**src/rtl/core_pkg.sv**
```systemverilog
// Shared definitions for the integer core: datapath width, register index
// width and the hardwired-zero register index.
package core_pkg;

  localparam int DATA_W   = 32;
  localparam int NUM_REGS = 32;
  localparam int ADDR_W   = $clog2(NUM_REGS);

  typedef logic [DATA_W-1:0] word_t;
  typedef logic [ADDR_W-1:0] reg_idx_t;

  localparam reg_idx_t ZERO_REG = '0;

  // True when an index names x0, whose contents are architecturally zero.
  function automatic logic is_zero_reg(input reg_idx_t idx);
    return idx == ZERO_REG;
  endfunction

endpackage

```
**src/rtl/register_file_read_port.sv**
```systemverilog
// One combinational read port: selects a register by index and forces
// x0 to read as zero regardless of what the storage holds.
module rf_read_port #(
  parameter int DATA_W   = core_pkg::DATA_W,
  parameter int NUM_REGS = core_pkg::NUM_REGS,
  parameter int ADDR_W   = core_pkg::ADDR_W
) (
  input  logic [DATA_W-1:0] regs [NUM_REGS],
  input  logic [ADDR_W-1:0] index,
  output logic [DATA_W-1:0] data
);

  import core_pkg::*;

  // Zero-latency index mux with the x0 override.
  always_comb begin
    data = '0;
    if (index != '0) begin
      data = regs[index];
    end
  end

endmodule

```
**src/rtl/register_file.sv**
```systemverilog
// Integer register file: two asynchronous read ports for rs1/rs2 and one
// synchronous write port for rd writeback. x0 is hardwired to zero.
// There is deliberately no write-to-read bypass; a read of the register
// being written returns the old value until the clock edge, and any
// forwarding is the pipeline's job.
module register_file #(
  parameter int DATA_W   = core_pkg::DATA_W,
  parameter int NUM_REGS = core_pkg::NUM_REGS,
  parameter int ADDR_W   = core_pkg::ADDR_W
) (
  input  logic              clk,
  input  logic              nRST,
  input  logic              reg_write,
  input  logic [ADDR_W-1:0] write_index,
  input  logic [DATA_W-1:0] write_data,
  input  logic [ADDR_W-1:0] read_index1,
  input  logic [ADDR_W-1:0] read_index2,
  output logic [DATA_W-1:0] read_data1,
  output logic [DATA_W-1:0] read_data2
);

  import core_pkg::*;

  logic [DATA_W-1:0] regs [NUM_REGS];
  logic              write_en;

  // A write only lands when enabled and not aimed at x0, so regs[0]
  // keeps its reset value of zero forever.
  always_comb begin
    write_en = reg_write && (write_index != '0);
  end

  // Storage: cleared immediately on reset, single write port otherwise.
  always_ff @(posedge clk or negedge nRST) begin
    if (!nRST) begin
      for (int i = 0; i < NUM_REGS; i++) begin
        regs[i] <= '0;
      end
    end else if (write_en) begin
      regs[write_index] <= write_data;
    end
  end

  rf_read_port #(
    .DATA_W  (DATA_W),
    .NUM_REGS(NUM_REGS),
    .ADDR_W  (ADDR_W)
  ) u_read_port1 (
    .regs (regs),
    .index(read_index1),
    .data (read_data1)
  );

  rf_read_port #(
    .DATA_W  (DATA_W),
    .NUM_REGS(NUM_REGS),
    .ADDR_W  (ADDR_W)
  ) u_read_port2 (
    .regs (regs),
    .index(read_index2),
    .data (read_data2)
  );

endmodule

```
**config.mk**
```make
export PLATFORM = sky130hd
export DESIGN_NAME = register_file
export DESIGN_NICKNAME = d
export VERILOG_FILES = /design/src/rtl/core_pkg.sv /design/src/rtl/register_file_read_port.sv /design/src/rtl/register_file.sv
export SDC_FILE = /design/constraint.sdc
export NUM_CORES = 2
export LEC_CHECK = 0
export BUFFER_PORTS_ARGS = -buffer_cell sky130_fd_sc_hd__buf_4
export CAP_MARGIN = 25
export CORE_MARGIN = 2
export CORE_UTILIZATION = 45
export DETAILED_ROUTE_END_ITERATION = 8
export SLEW_MARGIN = 20
export SYNTH_ARGS = -nofsm -noshare
export SYNTH_HDL_FRONTEND = slang
export SYNTH_SLANG_ARGS = --single-unit
```
**constraint.sdc**
```tcl
create_clock -name clk -period 1.7 [get_ports clk]
set_input_delay 0 -clock clk [delete_from_list [all_inputs] [get_ports clk]]
set_output_delay 0 -clock clk [all_outputs]
set_load 0.05 [all_outputs]
```
==> results.toml <==
[status]
outcome = "finished, violations left"
violations = "negative setup slack"

[routing]
drt-initial-drc-count = 3257
vias = 37700
vias_per_cell = 6.52
first_pass_iters = 6
routedWlPerCell_um = 33.9
drc = 0
drt_wl_total_um = 196000
antenna_left = 0

[worst_setup_path]
path_max_fanout = 2
worstSetupPathType = "register to primary output"
worst_ep_arrival_time_ns = 2.51
r2r_cells = 3
r2r-start = "regs[925]"
rrSetupSlack_ns = 0.21
start_kind = "register"
cp_cell_sequence = "buf_4, mux4_2, mux2i_2, a221o_1, a31oi_4, buf_6"
r2r_end = "regs[925]"
cp-endpoint = "read_data2[1]"
critPathLaunch = "regs[673]"
crit_required_ns = 1.70
cpMaxStageDelayCell = "mux4_2"
cp-end-kind = "primary output"
max_stage_delay_ns = 0.47

[sta]
maxSlewViolCount = 0
worst_slew_pin_slew_ns = 0.627
hold_viol = 0
setup_ws_ns = -0.806
max_freq_mhz = 399
rsz0062_at_grt = "yes"
maxSlewHeadroom_pct = 57.8
post-route-period-util_pct = 147
post-route-min-period_ns = 2.51
setup_viol = 64
final.setup_skew_ns = 0

[yosys]
synth_edf_count = 0
avgSynthCellArea_sq_um = 15.2
yosys.cell_types.count = 37
yosysWarnings = 0
syn_area_sq_mm = 0.0544
synthArstFlopShare_pct = 100
synth_nets = 3637
synth_flop_cell = "dfrtp_1"
synthCells = 3587
ys_seq_elements = 1024
ys_seq_area_share_pct = 47.1

[grt]
grt_overflow = 0
grt_pass1_wl_um = 284000
antenna_found_initial = 5
grt_pass1_vias = 40100
grt_start_max_net_pins = 100
grtUsageTotal_pct = 31.9

[layout]
fillers = 9234
regArea_sq_mm = 0.0256
max_flop_register = "regs"
area_delta_synth_final_pct = 27.1
final_cells = 5779
fin_nets = 4117
finalCoreUtilization_pct = 57.7
layout-drive-gt1-share_pct = 63.0
top_regs = "regs: 1024 flops"
most-common-layout-cells = "1024 x dfrtp_1, 984 x mux2_2, 451 x buf_4, 448 x mux4_2, 174 x mux2i_1"
multi_input_area_sq_mm = 0.0288
layout_commonest_cell = "dfrtp_1"
largest_reg_flops = 1024

[place]
pre_cts_ws_ns = -0.307
dp.cells = 5491
dpl.hpwl_um = 126000
place_congestion = 0.887
port_buffers = 113

[floorplanning]
die_area_sq_mm = 0.124
core_area_sq_mm = 0.120
io_pins = 114
start_util_pct = 45.4
chipHeight_um = 352
dieWidth_um = 352
row_count = 127

[power_and_ir_drop]
vdd_drop_max_mv = 0.905
power_density_mw_per_mm2 = 1140
p_leak_nw = 29.9

[clocking]
clock-root-buffer = "clkbuf_16"
cts_buffers = 115
cts_tree = "done"
clock_path_buffers = 3
htreeDepth = 3
clkSinkCount = 1024
clkTransAtPathRegs_ns = 0.06
clkLatencyLatePin_ns = 0.73

[hold_path]
worstHoldPathType = "input pin to register"

[run]
drv_cap = 0
## cell families (layout without fill, tap and decap cells)
group	Yosys count	count (layout)	synth area share, %
flops	1024	1024	47.1
other cells	0	1	0
simple gates	131	131	1.20
mux	1664	1664	43.3
buf+inv	431	1010	3.78
compound gates	337	337	4.58
## synth_stat cells, types with 2 or more instances
master,n,area (sq um)
buf_8,5,75.1
a22oi_1,64,480
and2b_1,2,15.0
buf_6,6,67.6
nand2b_1,4,25.0
mux2_2,1006,11300
nand3_1,4,20.0
o2111ai_1,15,131
o21ai_1,21,105
dfrtp_1,1024,25600
mux2i_1,192,1920
mux2_1,18,203
and2_1,2,12.5
a311oi_1,32,280
nand2_1,45,169
a211oi_1,32,240
inv_1,2,7.51
nor3_1,3,15.0
mux4_2,448,10100
nor2_1,21,78.8
clkbuf_1,231,867
a221oi_1,49,429
a31oi_1,32,200
nor2b_1,43,269
buf_4,42,315
buf_1,13,48.8
buf_2,131,656
o21ai_0,60,300
a221o_1,32,320
## how the worst min path moves through the flow
stage,start,to,slack [ns],cells after the start
after floorplan,nRST,regs[0],-0.30,0
after global placement,nRST,regs[767],-0.07,1
after detailed placement,nRST,regs[735],-0.06,1
after CTS,write_index[4],regs[289],0.08,6
final,write_index[4],regs[223],0.11,5
after global routing,write_index[4],regs[160],0.11,5
## power breakdown
group	switching (mW)	total, mW	leakage (nW)	internal (mW)
Clock	10.7	26.4	1.98	15.7
Sequential	3.66	32.7	13.1	29.0
Combinational	8.04	19.4	14.8	11.4
## critical path: cells and delay by family, from the launching register on
family,cells,cell delay [ns]
multiplexers,2,0.69
AO/OA/AOI/OAI,2,0.35
buffers and inverters,2,0.36
flip-flops,1,0.38
## repair_timing
item,4_1_cts,5_1_grt
pin swaps,78,35
endpoints found under the hold margin,2016,0
endpoints found under the setup margin,64,69
setup buffers,11,17
resized for setup,302,68
hold buffers,42,0
## per-stage QoR
stage,power [mW],hold slack (ns),cell area (sq um),TNS [ns]
3_5_place_dp,50.8,-0.0645,63000,-16.26
3_3_place_gp,49.7,-0.0681,63000,-12.88
6_report,78.5,0.107,69100,-41.99
4_1_cts,78.4,0.0786,68600,-43.77
2_1_floorplan,43.8,-0.296,55300,-0.168
5_1_grt,81.4,0.106,69100,-45.15
## layer usage
layer  global-route usage (%)  vias to the layer above  part of all wire (%)
li1                         -                    15000                     -
met1                     42.2                    20400                    40
met2                     51.0                     1827                    47
met3                     6.86                      506                   7.9
met4                     13.9                        6                   4.7
met5                        0                        -                 0.023
## area by class of cell
type	count	area share [%]
antenna	1	0.00362
clock inverter	48	0.961
clock buffer	168	4.89
timing repair buffer	792	12.5
tap	1612	2.92
sequential	1024	37.1
inverter	2	0.0181
multi-input combinational	2132	41.6
Power figures use the tool's default switching activity.
